File: src/rtl/led_matrix_pkg.sv
// Shared types and pixel-field helpers for the LED matrix scan block.
package led_matrix_pkg;

   // Scan sequencer states
   typedef enum logic [2:0] {
      ST_IDLE    = 3'd0,
      ST_SHIFT   = 3'd1,
      ST_BLANK   = 3'd2,
      ST_LATCH   = 3'd3,
      ST_DISPLAY = 3'd4
   } scan_state_e;

   // Channel order inside a packed {R,G,B} pixel word (R in the top field)
   localparam int unsigned CH_B = 0;
   localparam int unsigned CH_G = 1;
   localparam int unsigned CH_R = 2;

   // LSB position of a colour channel in a pixel word of the given depth
   function automatic int unsigned chan_lsb(input int unsigned ch, input int unsigned depth);
      return ch * depth;
   endfunction

endpackage

File: src/rtl/led_matrix_bcm_timer.sv
// Binary-code-modulation plane timing: the DISPLAY length of a plane and
// whether the panel output is enabled at the current count.
// With LED_MATRIX_GLOBAL_DIM_EN defined, a global dim level gates the
// enabled portion of each plane without changing its length.
module led_matrix_bcm_timer #(
   parameter int unsigned BASE_TICKS = 8,
   parameter int unsigned CNT_W      = 8,
   parameter int unsigned PLANE_W    = 2
) (
   input  logic [PLANE_W-1:0] plane_i,
   input  logic [CNT_W-1:0]   count_i,
`ifdef LED_MATRIX_GLOBAL_DIM_EN
   input  logic [7:0]         dim_i,
`endif
   output logic               last_o,
   output logic               oe_on_o
);

   logic [CNT_W-1:0] duration;

   // Plane p lasts BASE_TICKS << p cycles; last_o marks its final cycle
   always_comb begin
      duration = CNT_W'(BASE_TICKS) << plane_i;
      last_o   = (count_i == duration - 1'b1);
   end

`ifdef LED_MATRIX_GLOBAL_DIM_EN
   logic [CNT_W+8:0] prod;
   logic [CNT_W+8:0] thresh;

   // Output enabled only for the first (duration*(dim+1))/256 cycles
   always_comb begin
      prod    = (CNT_W+9)'(duration) * ((CNT_W+9)'(dim_i) + 1'b1);
      thresh  = prod >> 8;
      oe_on_o = ((CNT_W+9)'(count_i) < thresh);
   end
`else
   assign oe_on_o = 1'b1;
`endif

endmodule

File: src/rtl/led_matrix_scan.sv
// HUB75-style LED matrix scanner: shifts one row pair per BCM plane,
// blanks, latches, then displays for a plane-weighted time.
// Optional macro LED_MATRIX_GLOBAL_DIM_EN adds a global dim input.
module led_matrix_scan
   import led_matrix_pkg::*;
#(
   parameter int unsigned COLS       = 32,
   parameter int unsigned ROW_BITS   = 3,
   parameter int unsigned DEPTH      = 4,
   parameter int unsigned CLK_DIV    = 2,
   parameter int unsigned BASE_TICKS = 8
) (
   input  logic                              clk,
   input  logic                              rst_n,
   input  logic                              enable,
`ifdef LED_MATRIX_GLOBAL_DIM_EN
   input  logic [7:0]                        dim,
`endif
   output logic                              pix_rd,
   output logic [ROW_BITS+$clog2(COLS)-1:0]  pix_addr,
   input  logic [3*DEPTH-1:0]                pix_data0,
   input  logic [3*DEPTH-1:0]                pix_data1,
   output logic [2:0]                        rgb0,
   output logic [2:0]                        rgb1,
   output logic                              rgb_clk,
   output logic                              rgb_lat,
   output logic                              rgb_oe_n,
   output logic [ROW_BITS-1:0]               rgb_addr,
   output logic                              frame_done
);

   localparam int unsigned COL_W   = $clog2(COLS);
   localparam int unsigned CYC_W   = $clog2(2 * CLK_DIV);
   localparam int unsigned CNT_W   = $clog2(BASE_TICKS << (DEPTH - 1)) + 1;
   localparam int unsigned PLANE_W = (DEPTH > 1) ? $clog2(DEPTH) : 1;

   localparam logic [CYC_W-1:0]    CYC_LAST   = CYC_W'(2 * CLK_DIV - 1);
   localparam logic [CYC_W-1:0]    CYC_HI     = CYC_W'(CLK_DIV);
   localparam logic [CYC_W-1:0]    CYC_CAP    = CYC_W'(1);
   localparam logic [COL_W-1:0]    COL_LAST   = COL_W'(COLS - 1);
   localparam logic [PLANE_W-1:0]  PLANE_LAST = PLANE_W'(DEPTH - 1);
   localparam logic [ROW_BITS-1:0] ROW_LAST   = '1;

   scan_state_e          state_q, state_d;
   logic [ROW_BITS-1:0]  row_q, row_d;
   logic [COL_W-1:0]     col_q, col_d;
   logic [CYC_W-1:0]     cyc_q, cyc_d;
   logic [PLANE_W-1:0]   plane_q, plane_d;
   logic [CNT_W-1:0]     cnt_q, cnt_d;
   logic [2:0]           rgb0_q, rgb0_d;
   logic [2:0]           rgb1_q, rgb1_d;
   logic [ROW_BITS-1:0]  addr_q, addr_d;
   logic                 frame_done_q, frame_done_d;

   logic                 disp_last;
   logic                 disp_oe_on;
   logic [2:0]           bits0, bits1;
   logic [DEPTH-1:0]     r0, g0, b0, r1, g1, b1;

   led_matrix_bcm_timer #(
      .BASE_TICKS (BASE_TICKS),
      .CNT_W      (CNT_W),
      .PLANE_W    (PLANE_W)
   ) u_bcm_timer (
      .plane_i (plane_q),
      .count_i (cnt_q),
`ifdef LED_MATRIX_GLOBAL_DIM_EN
      .dim_i   (dim),
`endif
      .last_o  (disp_last),
      .oe_on_o (disp_oe_on)
   );

   // Pick the current plane's bit out of each colour channel
   always_comb begin
      r0    = pix_data0[chan_lsb(CH_R, DEPTH) +: DEPTH];
      g0    = pix_data0[chan_lsb(CH_G, DEPTH) +: DEPTH];
      b0    = pix_data0[chan_lsb(CH_B, DEPTH) +: DEPTH];
      r1    = pix_data1[chan_lsb(CH_R, DEPTH) +: DEPTH];
      g1    = pix_data1[chan_lsb(CH_G, DEPTH) +: DEPTH];
      b1    = pix_data1[chan_lsb(CH_B, DEPTH) +: DEPTH];
      bits0 = {r0[plane_q], g0[plane_q], b0[plane_q]};
      bits1 = {r1[plane_q], g1[plane_q], b1[plane_q]};
   end

   // State and counter registers, asynchronously cleared
   always_ff @(posedge clk or negedge rst_n) begin
      if (!rst_n) begin
         state_q      <= ST_IDLE;
         row_q        <= '0;
         col_q        <= '0;
         cyc_q        <= '0;
         plane_q      <= '0;
         cnt_q        <= '0;
         rgb0_q       <= '0;
         rgb1_q       <= '0;
         addr_q       <= '0;
         frame_done_q <= 1'b0;
      end else begin
         state_q      <= state_d;
         row_q        <= row_d;
         col_q        <= col_d;
         cyc_q        <= cyc_d;
         plane_q      <= plane_d;
         cnt_q        <= cnt_d;
         rgb0_q       <= rgb0_d;
         rgb1_q       <= rgb1_d;
         addr_q       <= addr_d;
         frame_done_q <= frame_done_d;
      end
   end

   // Next-state logic; dropping enable returns to IDLE from any state
   always_comb begin
      state_d      = state_q;
      row_d        = row_q;
      col_d        = col_q;
      cyc_d        = cyc_q;
      plane_d      = plane_q;
      cnt_d        = cnt_q;
      rgb0_d       = rgb0_q;
      rgb1_d       = rgb1_q;
      addr_d       = addr_q;
      frame_done_d = 1'b0;

      if (!enable) begin
         state_d = ST_IDLE;
         row_d   = '0;
         col_d   = '0;
         cyc_d   = '0;
         plane_d = '0;
         cnt_d   = '0;
         rgb0_d  = '0;
         rgb1_d  = '0;
      end else begin
         unique case (state_q)
            ST_IDLE: begin
               state_d = ST_SHIFT;
               row_d   = '0;
               col_d   = '0;
               cyc_d   = '0;
               plane_d = '0;
               cnt_d   = '0;
            end
            ST_SHIFT: begin
               // pixel data returns one cycle after the read strobe
               if (cyc_q == CYC_CAP) begin
                  rgb0_d = bits0;
                  rgb1_d = bits1;
               end
               if (cyc_q == CYC_LAST) begin
                  cyc_d = '0;
                  if (col_q == COL_LAST) begin
                     col_d   = '0;
                     state_d = ST_BLANK;
                  end else begin
                     col_d = col_q + 1'b1;
                  end
               end else begin
                  cyc_d = cyc_q + 1'b1;
               end
            end
            ST_BLANK: begin
               addr_d  = row_q;
               state_d = ST_LATCH;
            end
            ST_LATCH: begin
               cnt_d   = '0;
               state_d = ST_DISPLAY;
            end
            ST_DISPLAY: begin
               if (disp_last) begin
                  cnt_d   = '0;
                  state_d = ST_SHIFT;
                  if (plane_q == PLANE_LAST) begin
                     plane_d = '0;
                     row_d   = row_q + 1'b1;
                     if (row_q == ROW_LAST) begin
                        frame_done_d = 1'b1;
                     end
                  end else begin
                     plane_d = plane_q + 1'b1;
                  end
               end else begin
                  cnt_d = cnt_q + 1'b1;
               end
            end
            default: state_d = ST_IDLE;
         endcase
      end
   end

   // Panel and pixel-store outputs decoded from the registered state
   always_comb begin
      pix_rd     = (state_q == ST_SHIFT) && (cyc_q == '0);
      pix_addr   = {row_q, col_q};
      rgb_clk    = (state_q == ST_SHIFT) && (cyc_q >= CYC_HI);
      rgb_lat    = (state_q == ST_LATCH);
      rgb_oe_n   = !((state_q == ST_DISPLAY) && disp_oe_on);
      rgb0       = rgb0_q;
      rgb1       = rgb1_q;
      rgb_addr   = addr_q;
      frame_done = frame_done_q;
   end

endmodule

File: config.mk
export PLATFORM = sky130hd
export DESIGN_NAME = led_matrix_scan
export DESIGN_NICKNAME = d
export VERILOG_FILES = /design/src/rtl/led_matrix_pkg.sv /design/src/rtl/led_matrix_bcm_timer.sv /design/src/rtl/led_matrix_scan.sv
export SDC_FILE = /design/constraint.sdc
export NUM_CORES = 1
export LEC_CHECK = 0
export CAP_MARGIN = 10
export CORE_MARGIN = 2
export CORE_UTILIZATION = 30
export CTS_BUF_LIST = sky130_fd_sc_hd__clkbuf_4
export CTS_CLUSTER_SIZE = 20
export DETAILED_ROUTE_END_ITERATION = 7
export GPL_ROUTABILITY_DRIVEN = 0
export HOLD_SLACK_MARGIN = 0.02
export PLACE_DENSITY = 0.52
export SLEW_MARGIN = 10
export SYNTH_ARGS = -nofsm -noshare
export SYNTH_HDL_FRONTEND = slang
export SYNTH_HIERARCHICAL = 1
export SYNTH_SLANG_ARGS = --single-unit
File: constraint.sdc
create_clock -name clk -period 2.5 [get_ports clk]
set_clock_uncertainty 0.2 [all_clocks]
set_input_delay 0.375 -clock clk [delete_from_list [all_inputs] [get_ports clk]]
set_output_delay 0.375 -clock clk [all_outputs]
set_load 0.1 [all_outputs]
==> flow_metrics.tcl <==
set metrics [dict create \
    area_growth_pct 30.8 \
    rr_startpoint "col_q[0]$_DFFE_PN0P_" \
    coreArea_um2 5990 \
    power.total_uw 978 \
    io_buffer_count 48 \
    dp_hpwl_um 3090 \
    synth_nets 212 \
    track_usage_pct 12.9 \
    cp_max_fo 11 \
    routedWlPerCell_um 13.7 \
    fin_crit_ns 2.33 \
    dieArea_um2 6910 \
    tns_ns 0 \
    yosysWarningCount 6 \
    avgSynthCellArea_um2 10.7 \
    ant_nets 0 \
    critPathKind "reg2out" \
    max_clock_freq_mhz 430 \
    period_share_pct 93.0 \
    worstPathRequired_ns 1.92 \
    crit_chain "or2b_1 -> nor2_1 -> and2_1 -> buf_12" \
    drc_errors 0 \
    ys_ff_latch 32 \
    clk_transition_reported_paths_ns 0.10 \
    cap_viol_max_count 0 \
    place_ws_ns 0.356 \
    synth_seq_area_share_pct 42.6 \
    reg2reg_slack_ns 0.47 \
    grt_pass1_vias 1494 \
    firstDrtPassIters 4 \
    nets 264 \
    drv_slew 0 \
    hold_viol 0 \
    status "complete, no violations" \
    antenna_found_initial 0 \
    ys_types 48 \
    layout_setup_ws_ns 0.175 \
    netlist_area_um2 1880 \
    syn_inst 175 \
    relSlewSlack_pct 66.0 \
    htreeDepth 2 \
    fin_area_um2 2460 \
    diodes 0 \
    final-setup-viol-count 0 \
    cts_tree "yes" \
    ir_drop_mv 0.214 \
    drt-vias-per-instance 5.00 \
    pin_count 49 \
    grt_pass1_wl_um 7270 \
    cts_buffer_depth 2 \
    die_w_um 83.1 \
    place_area_um2 2410 \
    leakagePower_nw 1.09 \
    cp-start-kind "flop" \
    vias 1509 \
    hp-class "in2async" \
    cts_buffers 5 \
    rows 28 \
    cts_sinks 32 \
    rsz0062_at_grt "false" \
    postCtsSetupBuffers 0 \
    cts_resized 0 \
    wirelength_um 4120 \
    grt.overflow.total 0 \
    crit_path_end_kind "primary output" \
    fin_util_pct 41.0 \
    dr.first_iter.drc_count 72 \
    clock_latency_ns 0.33 \
    grt_max_degree 33 \
    timing.critical_path.from "state_q[0]$_DFFE_PN0P_" \
    p_per_area_nw_per_um2 398 \
    start_util_pct 31.3 \
    root_buffer "clkbuf_4" \
    crit_slowest_cell "dfrtp_1" \
    max_slew.worst_pin.slew_ns 0.509 \
    drive_gt1_share_pct 22.5 \
    slowest_delay_ns 0.54 \
    hold_buffers 0 \
    die_h_um 83.1 \
    crit_arrival_ns 1.75 \
]
[cells by family (layout without fill, tap and decap cells)]
family / Yosys count / count (layout) / share of synthesized area [%]
buffers and inverters: 14 / 66 / 4.66
and+or+nand+nor: 58 / 58 / 17.6
AOI/OAI and AO/OA: 45 / 45 / 16.2
xor gates and xnor gates: 3 / 3 / 1.40
DFF: 32 / 32 / 42.6
adders and majority gates: 10 / 10 / 6.66
other: 1 / 1 / 0.200
muxes: 12 / 12 / 10.7
[critical path: cells and delay by family (launching register included)]
kind / cells / cell delay (ns)
AND/OR/NAND/NOR: 3 / 0.69
buffers and inverters: 1 / 0.18
flip-flops: 1 / 0.54
[area by class of cell]
type                            count  area (µm²)
Clock buffer                        5        37.5
Clock inverter                      2        7.51
Fill cell                         614        3530
Inverter                            5        18.8
Multi-Input combinational cell    129         990
Sequential cell                    32         801
Tap cell                           75        93.8
Timing Repair Buffer               54         508
[sequential cells by signal, indices dropped and copies added, names as in the netlist]
name and count:
rgb_addr 3, cnt_q 7, col_q 5, rgb1 3, row_q 3, cyc_q 2
state_q 3, frame_done 1, plane_q 2, rgb0 3
[placed cells by master, fill, tap and decap left out, types with 2 or more instances in the layout]
cell             count
clkbuf_4             5
nand4b_1             2
mux2i_1              2
inv_1                5
mux4_2               6
mux2_2               4
nand2b_1             4
clkdlybuf4s50_1     26
or2b_1               2
nor2b_1              2
or3_1                2
nor3_1               3
a21oi_1              7
and3_1               3
a21boi_0             4
buf_4               25
nand3_1              7
xnor2_1              2
buf_12               3
ha_1                10
clkinv_1             2
a22o_1               2
o21ai_0             17
and2_1               2
nand2_1             12
a31oi_1              2
dfrtp_1             32
a32o_1               6
nor2_1               9
[worst paths after layout]
kind,depth (start not counted),to
setup / recovery,4,pix_rd
hold / removal,2,state_q[1]$_DFFE_PN0P_
setup reg to reg,5,col_q[3]$_DFFE_PN0P_
hold reg to reg,1,rgb0[2]$_DFFE_PN0P_
max in group asynchronous,2,rgb0[0]$_DFFE_PN0P_
min in group clk,1,rgb0[2]$_DFFE_PN0P_
[metal layers]
metal	track usage, %	share of wire (%)	vias up
li1	-	-	741
met1	16.7	47	733
met2	20.5	47	30
met3	4.08	4.5	5
met4	4.47	1.5	0
met5	0	0	-
[power by group]
group | switching [mW] | internal, mW
Clock | 0.171 | 0.0981
Combinational | 0.102 | 0.0738
Sequential | 0.00855 | 0.525
Total | 0.282 | 0.697
[synthesized netlist by cell type (all sizes together)]
| library cell | number | area share, % |
|---|---|---|
| a21boi | 6 | 2.6 |
| a21o | 1 | 0.47 |
| a21oi | 7 | 1.9 |
| a22o | 2 | 0.93 |
| a31oi | 2 | 0.67 |
| a32o | 6 | 3.2 |
| and2 | 3 | 1.1 |
| and2b | 1 | 0.47 |
| and3 | 3 | 1.0 |
| and3b | 1 | 0.47 |
| and4 | 1 | 0.47 |
| buf | 7 | 3.3 |
| clkbuf | 2 | 0.40 |
| conb | 1 | 0.20 |
| dfrtp | 32 | 43 |
| ha | 10 | 6.7 |
| inv | 5 | 1.0 |
| mux2 | 4 | 2.4 |
| mux2i | 2 | 1.1 |
| mux4 | 6 | 7.2 |
| nand2 | 12 | 2.4 |
| nand2b | 4 | 1.3 |
| nand3 | 7 | 1.9 |
| nand4 | 1 | 0.33 |
| nand4b | 2 | 0.93 |
| nand4bb | 1 | 0.60 |
| nor2 | 10 | 2.1 |
| nor2b | 2 | 0.67 |
| nor3 | 4 | 1.7 |
| nor3b | 1 | 0.40 |
| o2111ai | 1 | 0.80 |
| o21a | 1 | 0.40 |
| o21ai | 17 | 4.5 |
| o22ai | 1 | 0.33 |
| o31ai | 1 | 0.40 |
| or2 | 1 | 0.33 |
| or2b | 2 | 0.80 |
| or3 | 2 | 0.67 |
| xnor2 | 2 | 0.93 |
| xor2 | 1 | 0.47 |
[stage by stage]
stage,hold WS [ns],std cells
global route,0.268,302
detailed placement,0.282,295
global placement,0.276,295
finish,0.237,302
floorplan,-0.121,175
CTS,0.248,302
(Power assumes the default switching activity.)
